**config.mk**
```make
export PLATFORM = sky130hd
export DESIGN_NAME = stopwatch_ctrl_flat
export DESIGN_NICKNAME = d
export VERILOG_FILES = /design/src/rtl/stopwatch_ctrl_if.sv /design/src/rtl/stopwatch_ctrl.sv /design/src/flat_wrapper.sv
export SDC_FILE = /design/constraint.sdc
export NUM_CORES = 1
export LEC_CHECK = 0
export CORE_UTILIZATION = 45
export CTS_CLUSTER_DIAMETER = 100
export DETAILED_ROUTE_END_ITERATION = 8
export GPL_TIMING_DRIVEN = 1
export SYNTH_ARGS = -nofsm -noshare
export SYNTH_HDL_FRONTEND = slang
export SYNTH_SLANG_ARGS = --single-unit
```
**constraint.sdc**
```tcl
create_clock -name CLK_100Hz -period 2.4 [get_ports CLK_100Hz]
set_clock_uncertainty 0.2 [all_clocks]
set_input_delay 0.36 -clock CLK_100Hz [delete_from_list [all_inputs] [get_ports CLK_100Hz]]
set_output_delay 0.36 -clock CLK_100Hz [all_outputs]
set_load 0.05 [all_outputs]
```
**src/rtl/stopwatch_ctrl_if.sv**
```systemverilog
// rtl/stopwatch_ctrl_if.sv - button, overflow and core-control bundle for stopwatch_ctrl
//
// Signals:
//   btn_start_n, btn_lap_n, btn_clr_n  raw active-low push-buttons (asynchronous)
//   stopwatch_overflow                  core overflow flag, level, active high
//   start_stop                          to core: 0 = count, 1 = stopped
//   hold                                to core: 0 = freeze display, counting continues
//   sw_clear_n                          to core: active-low clear
//   ctrl_state                          current controller state code
//   lap_count                           laps taken since the last clear
// Modports: master = the controller, slave = board pins plus counter core.

interface stopwatch_ctrl_if #(
   parameter int LAP_W = 4
);
   logic             btn_start_n;
   logic             btn_lap_n;
   logic             btn_clr_n;
   logic             stopwatch_overflow;
   logic             start_stop;
   logic             hold;
   logic             sw_clear_n;
   logic [2:0]       ctrl_state;
   logic [LAP_W-1:0] lap_count;

   modport master (
      input  btn_start_n, btn_lap_n, btn_clr_n, stopwatch_overflow,
      output start_stop, hold, sw_clear_n, ctrl_state, lap_count
   );

   modport slave (
      output btn_start_n, btn_lap_n, btn_clr_n, stopwatch_overflow,
      input  start_stop, hold, sw_clear_n, ctrl_state, lap_count
   );
endinterface

```
**src/rtl/stopwatch_ctrl.sv**
```systemverilog
// rtl/stopwatch_ctrl.sv - stopwatch front-panel controller: button conditioning and mode FSM
//
// Ports:
//   CLK_100Hz  input   100 Hz clock, rising edge
//   reset_n    input   asynchronous active-low reset
//   bus        master  stopwatch_ctrl_if: raw buttons and overflow in,
//                      start_stop / hold / sw_clear_n / ctrl_state / lap_count out

module stopwatch_ctrl #(
   parameter int DEBOUNCE_TICKS = 5,
   parameter int CLEAR_TICKS    = 2,
   parameter int LAP_W          = 4
) (
   input  logic           CLK_100Hz,
   input  logic           reset_n,
   stopwatch_ctrl_if.master bus
);

   typedef enum logic [2:0] {
      S_IDLE  = 3'd0,
      S_RUN   = 3'd1,
      S_STOP  = 3'd2,
      S_LAP   = 3'd3,
      S_OVF   = 3'd4,
      S_CLEAR = 3'd5
   } state_t;

   // Button index: 0 = start, 1 = lap, 2 = clear.
   logic [2:0] w_raw;
   logic [2:0] r_sync1;
   logic [2:0] r_sync2;
   logic [2:0] r_deb;
   logic [2:0] r_press;
   logic [7:0] r_cnt [3];

   state_t           r_state;
   state_t           w_next;
   logic             r_start_stop;
   logic             r_hold;
   logic             r_clear_n;
   logic [LAP_W-1:0] r_lap;
   logic [3:0]       r_clr_tmr;

   logic w_start;
   logic w_lap;
   logic w_clr;

   assign w_raw = {bus.btn_clr_n, bus.btn_lap_n, bus.btn_start_n};

   // Two-flop synchroniser, then a run-length debounce: the debounced level
   // only follows the synced value after DEBOUNCE_TICKS consecutive
   // disagreeing cycles. The press pulse is registered on the 1->0 update.
   always_ff @(posedge CLK_100Hz or negedge reset_n) begin
      if (!reset_n) begin
         r_sync1 <= 3'b111;
         r_sync2 <= 3'b111;
         r_deb   <= 3'b111;
         r_press <= 3'b000;
         for (int i = 0; i < 3; i++) begin
            r_cnt[i] <= 8'd0;
         end
      end else begin
         r_sync1 <= w_raw;
         r_sync2 <= r_sync1;
         r_press <= 3'b000;
         for (int i = 0; i < 3; i++) begin
            if (r_sync2[i] == r_deb[i]) begin
               r_cnt[i] <= 8'd0;
            end else if (r_cnt[i] == 8'(DEBOUNCE_TICKS - 1)) begin
               r_deb[i]   <= r_sync2[i];
               r_cnt[i]   <= 8'd0;
               r_press[i] <= ~r_sync2[i];
            end else begin
               r_cnt[i] <= r_cnt[i] + 8'd1;
            end
         end
      end
   end

   assign w_start = r_press[0];
   assign w_lap   = r_press[1];
   assign w_clr   = r_press[2];

   // Priority within a cycle: overflow > clear > start > lap. Events that a
   // state does not list are simply dropped.
   always_comb begin
      w_next = r_state;
      case (r_state)
         S_IDLE: begin
            if (w_clr)        w_next = S_CLEAR;
            else if (w_start) w_next = S_RUN;
         end
         S_RUN: begin
            if (bus.stopwatch_overflow) w_next = S_OVF;
            else if (w_start)           w_next = S_STOP;
            else if (w_lap)             w_next = S_LAP;
         end
         S_LAP: begin
            if (bus.stopwatch_overflow) w_next = S_OVF;
            else if (w_start)           w_next = S_STOP;
            else if (w_lap)             w_next = S_RUN;
         end
         S_STOP: begin
            if (w_clr)        w_next = S_CLEAR;
            else if (w_start) w_next = S_RUN;
         end
         S_OVF: begin
            if (w_clr) w_next = S_CLEAR;
         end
         S_CLEAR: begin
            if (r_clr_tmr == 4'd0) w_next = S_IDLE;
         end
         default: w_next = S_IDLE;
      endcase
   end

   // Outputs are decoded from the next state so they change on the same
   // edge as ctrl_state and come straight from flops.
   always_ff @(posedge CLK_100Hz or negedge reset_n) begin
      if (!reset_n) begin
         r_state      <= S_IDLE;
         r_start_stop <= 1'b1;
         r_hold       <= 1'b1;
         r_clear_n    <= 1'b1;
         r_lap        <= '0;
         r_clr_tmr    <= 4'd0;
      end else begin
         r_state      <= w_next;
         r_start_stop <= !((w_next == S_RUN) || (w_next == S_LAP));
         r_hold       <= (w_next != S_LAP);
         r_clear_n    <= (w_next != S_CLEAR);

         // Timer loads CLEAR_TICKS-1 on entry so clear is held exactly CLEAR_TICKS cycles.
         if ((w_next == S_CLEAR) && (r_state != S_CLEAR)) begin
            r_clr_tmr <= 4'(CLEAR_TICKS - 1);
            r_lap     <= '0;
         end else begin
            if (r_clr_tmr != 4'd0) begin
               r_clr_tmr <= r_clr_tmr - 4'd1;
            end
            if ((r_state == S_RUN) && (w_next == S_LAP) && (r_lap != {LAP_W{1'b1}})) begin
               r_lap <= r_lap + LAP_W'(1);
            end
         end
      end
   end

   assign bus.start_stop = r_start_stop;
   assign bus.hold       = r_hold;
   assign bus.sw_clear_n = r_clear_n;
   assign bus.ctrl_state = r_state;
   assign bus.lap_count  = r_lap;

endmodule

```
**src/flat_wrapper.sv**
```systemverilog
// flat-port wrapper written by rule: the top's interface ports become plain ports
module stopwatch_ctrl_flat 
#(
   parameter int DEBOUNCE_TICKS = 5,
   parameter int CLEAR_TICKS    = 2,
   parameter int LAP_W          = 4
)
  (CLK_100Hz, reset_n, bus_btn_start_n, bus_btn_lap_n, bus_btn_clr_n, bus_stopwatch_overflow, bus_start_stop, bus_hold, bus_sw_clear_n, bus_ctrl_state, bus_lap_count);
  stopwatch_ctrl_if #(.LAP_W(LAP_W)) bus_i ();
  input  logic CLK_100Hz;
  input  logic reset_n;
  input wire logic [$bits(bus_i.btn_start_n)-1:0] bus_btn_start_n;
  input wire logic [$bits(bus_i.btn_lap_n)-1:0] bus_btn_lap_n;
  input wire logic [$bits(bus_i.btn_clr_n)-1:0] bus_btn_clr_n;
  input wire logic [$bits(bus_i.stopwatch_overflow)-1:0] bus_stopwatch_overflow;
  output wire logic [$bits(bus_i.start_stop)-1:0] bus_start_stop;
  output wire logic [$bits(bus_i.hold)-1:0] bus_hold;
  output wire logic [$bits(bus_i.sw_clear_n)-1:0] bus_sw_clear_n;
  output wire logic [$bits(bus_i.ctrl_state)-1:0] bus_ctrl_state;
  output wire logic [$bits(bus_i.lap_count)-1:0] bus_lap_count;
  assign bus_i.btn_start_n = bus_btn_start_n;
  assign bus_i.btn_lap_n = bus_btn_lap_n;
  assign bus_i.btn_clr_n = bus_btn_clr_n;
  assign bus_i.stopwatch_overflow = bus_stopwatch_overflow;
  assign bus_start_stop = bus_i.start_stop;
  assign bus_hold = bus_i.hold;
  assign bus_sw_clear_n = bus_i.sw_clear_n;
  assign bus_ctrl_state = bus_i.ctrl_state;
  assign bus_lap_count = bus_i.lap_count;
  stopwatch_ctrl #(.DEBOUNCE_TICKS(DEBOUNCE_TICKS), .CLEAR_TICKS(CLEAR_TICKS), .LAP_W(LAP_W)) u_core (.CLK_100Hz(CLK_100Hz), .reset_n(reset_n), .bus(bus_i));
endmodule
```
==> metrics list <==
- The flow ran to the end, and the final reports show no timing, DRC or antenna violations.
* Post-CTS resize count: 0
- Top Ports: 16
- Across the run, the number of max-cap violations was 0.
- Die area: between 0.005 and 0.006 sq mm
- Peak ir drop on the vdd network: 0.384 mV
- Main flop type after synthesis: sky130_fd_sc_hd__dfrtp_1
* Total negative slack for setup checks: 0 ps
- Total wire length after detailed routing: approximately 3.6 mm
- Setup violation total in the final timing report: 0
- The multi-input combinational cells in the finished layout cover a total of 948 sq um.
- Largest incremental delay on the critical path: 870 ps
- Initial antenna violation count: 0
- Setup crit start kind: flop
- For this run, the register share of the synthesized area comes to 0.559.
- Of all nets on the critical path, the largest fanout is 13.
- Worst Path Buf+Inv: 1
- For this configuration, the core starts out at a cell density of 0.473.
- Nets in the synthesized netlist: 218
- Worst Path Required: 1840 ps
- The die is 72.9 um tall.
* Final Hold Fails: 0
- By area the synthesized netlist is led by sky130_fd_sc_hd__dfrtp_1 42%, sky130_fd_sc_hd__dfstp_2 14%, sky130_fd_sc_hd__xor2_1 7.0%, sky130_fd_sc_hd__nor2_1 5.5%, sky130_fd_sc_hd__ha_1 4.4%.
- Non-filler instance count after layout: 296
- Placer congestion estimate: about 0.9
- Hold/Removal Path Class: flop to flop
* Setup repair after global routing missed its margin: no
* Headroom to the max-slew limit: 0.591
- Number of distinct library cell variants in the gate-level netlist after synthesis: 35
- Share of the synthesized area in the top cell type: 0.420
- After floorplanning, the core was divided into 25 placement rows.
- After clock tree synthesis, the flow added hold-fix buffers numbering 1.
- Once placement completed, the tool counted placed cells totaling 287.
* CP cell instances: clkdlybuf4s50_1
- Static leakage: 0.00117 uW
- The clock tree synthesis step divided the H-tree into 2 levels.
- The mapped netlist covers 0.00226 sq mm.
- Once the clock tree was built, the setup fixing pass inserted 0 buffers.
- For this run, the total global-route usage over all layers was measured as 0.163.
- After the last flow step, the layout net total stands at 242.
* Latest clock arrival within the worst-skew pair: 290 ps
* Fraction of the cycle the final worst path needs: 0.950
- Critical path type: flop to primary output
* Share of cells above drive strength 1: 0.135
* Cell accounting for the most synthesized area: sky130_fd_sc_hd__dfrtp_1
- Port buffer count: 15
- Maximum number of pins on one net before global-route repair: between 50 and 60
- The count of final max-slew check failures is 0.
- Post-synth EDFFs: 0
- For this run, design rule violations remaining after detail routing come to 0.
* Fillers: 436
* Reg-to-reg setup timing slack: approximately 400 ps
- N_diodes: 0
- Via count: approximately 1500
- Power Density: 882 mW/mm^2
- Seq. cell area: 0.00127 sq mm
* Clock buffer depth: 2
- The die is 72.9 um wide.
- Data on the critical path arrives at its endpoint at ~1700 ps.
- TritonCTS clock tree: done
* Measured slew at the worst slew-check pin: 613 ps
- Using the TritonRoute via totals, the vias-per-cell ratio works out to 4.98.
- Ys Warns: 0
- Fraction of registers with async set/reset: 1.00
- The number of global-route vias before repair is 1505.
- End-of-flow core utilization: 0.543
- Floorplan core area: 0.00479 sq mm
- Type of destination of the critical path: primary output
* Buffer type at the clock tree root: sky130_fd_sc_hd__clkbuf_8
- Before antenna repair, the detailed router went through 4 iterations.
- Final antenna-violating net count: 0
- Total global routing overflow: 0
- Buffers inserted during clock tree synthesis total 5.
* Post-DR wirelength/cell: roughly 12 um
- On the critical path, the stage with the largest delay is an instance of sky130_fd_sc_hd__clkdlybuf4s50_1.
- Crit path time final: between 2000 and 2500 ps
- Top achievable clock speed: 0.439 GHz
- Clk pin slew, worst setup/hold paths: 90 ps
* Average footprint of a synthesized cell: 11.1 sq um
- Timing analysis after detailed placement gives a worst setup slack of 159 ps.
- Cells after Synth: 204
* Area growth from synthesis to layout: 14.8%
- Post-synthesis register bit count: 50
* First-iteration detailed-routing DRC count: 69
- Estimated wirelength of the detail-placed design: 2.56 mm
- Count of clock tree sinks: 50
- Once routing completed, OpenROAD measured the worst setup slack at 120 ps.
- First-pass GRT wire length: 6.62 mm
* Delay-heaviest family, CP: buffers and inverters
-- area by class of cell --
type / instances / share of cell area
Tap cell: 67 / 0.0322
Clock inverter: 3 / 0.00818
Timing Repair Buffer: 19 / 0.0683
Inverter: 9 / 0.0130
Multi-Input combinational cell: 143 / 0.365
Sequential cell: 50 / 0.487
Clock buffer: 5 / 0.0265
-- worst paths after layout --
| kind | cells past startpoint | startpoint | end |
|---|---|---|---|
| setup / recovery | 1 | u_core.bus.ctrl_state[0] | bus_ctrl_state[0] |
| hold / removal | 0 | u_core.r_sync1[2] | u_core.r_sync2[2] |
| setup reg to reg | 7 | u_core.r_clr_tmr[0] | u_core.bus.ctrl_state[0] |
| hold reg to reg | 0 | u_core.r_sync1[2] | u_core.r_sync2[2] |
| max in group asynchronous | 3 | reset_n | u_core.r_cnt[8] |
| min in group asynchronous | 3 | reset_n | u_core.r_cnt[23] |
-- metal layers --
layer,GRT usage,vias up,routed length (um)
met5,0,-,0
met4,0.0632,0,53
met3,0.0428,7,100
met2,0.281,24,1800
met1,0.194,707,1650
li1,-,737,-
-- worst reg2reg max path, stage by stage (launching register included) --
cell,delay [ps]
sky130_fd_sc_hd__dfrtp_1,380
sky130_fd_sc_hd__inv_1,80
sky130_fd_sc_hd__ha_1,200
sky130_fd_sc_hd__nor3b_1,540
sky130_fd_sc_hd__nand2_1,110
sky130_fd_sc_hd__nand3b_1,170
sky130_fd_sc_hd__o21a_1,140
sky130_fd_sc_hd__a211oi_1,50
-- power by group --
group	switching, uW	total (uW)	internal [uW]
Combinational	359	639	281
Clock	272	477	205
Sequential	165	1180	1010
Total	796	2290	1500
-- cell families (layout without fill, tap and decap cells) --
kind of cell / Yosys count / count (layout) / synth area share
compound gates: 18 / 18 / 0.0492
xor+xnor: 23 / 23 / 0.0889
fa+ha+maj: 8 / 8 / 0.0442
buf+inv: 11 / 36 / 0.0221
flops: 50 / 50 / 0.559
mux: 5 / 5 / 0.0243
simple gates: 89 / 89 / 0.212
-- placed cells by master (no fill, tap or decap), types with 2 or more instances in the layout --
master	Yosys	final
sky130_fd_sc_hd__nor2_1	33	33
sky130_fd_sc_hd__buf_4	0	3
sky130_fd_sc_hd__nand2_1	4	4
sky130_fd_sc_hd__nor3b_1	5	5
sky130_fd_sc_hd__nand2b_1	4	4
sky130_fd_sc_hd__nor3_1	2	2
sky130_fd_sc_hd__o21a_1	2	2
sky130_fd_sc_hd__xnor2_1	5	5
sky130_fd_sc_hd__a21oi_1	6	6
sky130_fd_sc_hd__ha_1	8	8
sky130_fd_sc_hd__nand3_1	18	18
sky130_fd_sc_hd__o21ai_0	4	4
sky130_fd_sc_hd__and3_1	9	9
sky130_fd_sc_hd__nor4b_1	3	3
sky130_fd_sc_hd__clkdlybuf4s50_1	0	14
sky130_fd_sc_hd__a211oi_1	2	2
sky130_fd_sc_hd__mux2_2	3	3
sky130_fd_sc_hd__clkbuf_8	0	5
sky130_fd_sc_hd__dfstp_2	12	12
sky130_fd_sc_hd__nand3b_1	2	2
sky130_fd_sc_hd__dfrtp_1	38	38
sky130_fd_sc_hd__xor2_1	18	18
sky130_fd_sc_hd__nor2b_1	3	3
sky130_fd_sc_hd__inv_1	9	9
-- through the flow --
step	instance area [sq um]	power [uW]	hold WS, ps
final	2600	2290	160
after CTS	2600	2330	162
after global routing	2600	2480	168
after detailed placement	2500	1840	148
after floorplan	2260	1660	-136
after global placement	2500	1810	146
-- sequential cells by signal (all words and copies together), names as in the netlist --
signal                 count
u_core.bus.start_stop      1
u_core.r_deb               3
u_core.bus.ctrl_state      3
u_core.r_clr_tmr           4
u_core.bus.sw_clear_n      1
u_core.bus.lap_count       4
u_core.r_sync1             3
u_core.r_cnt              24
u_core.bus.hold            1
u_core.r_press             3
u_core.r_sync2             3
-- synthesized netlist by cell type (all sizes together), types with 5 or more instances --
library cell	number
xnor2	5
dfrtp	38
and3	9
dfstp	12
ha	8
nand3	18
nor2	33
xor2	18
inv	9
o21ai	5
nor3b	6
a21oi	6
Power figures use the tool's default switching activity.
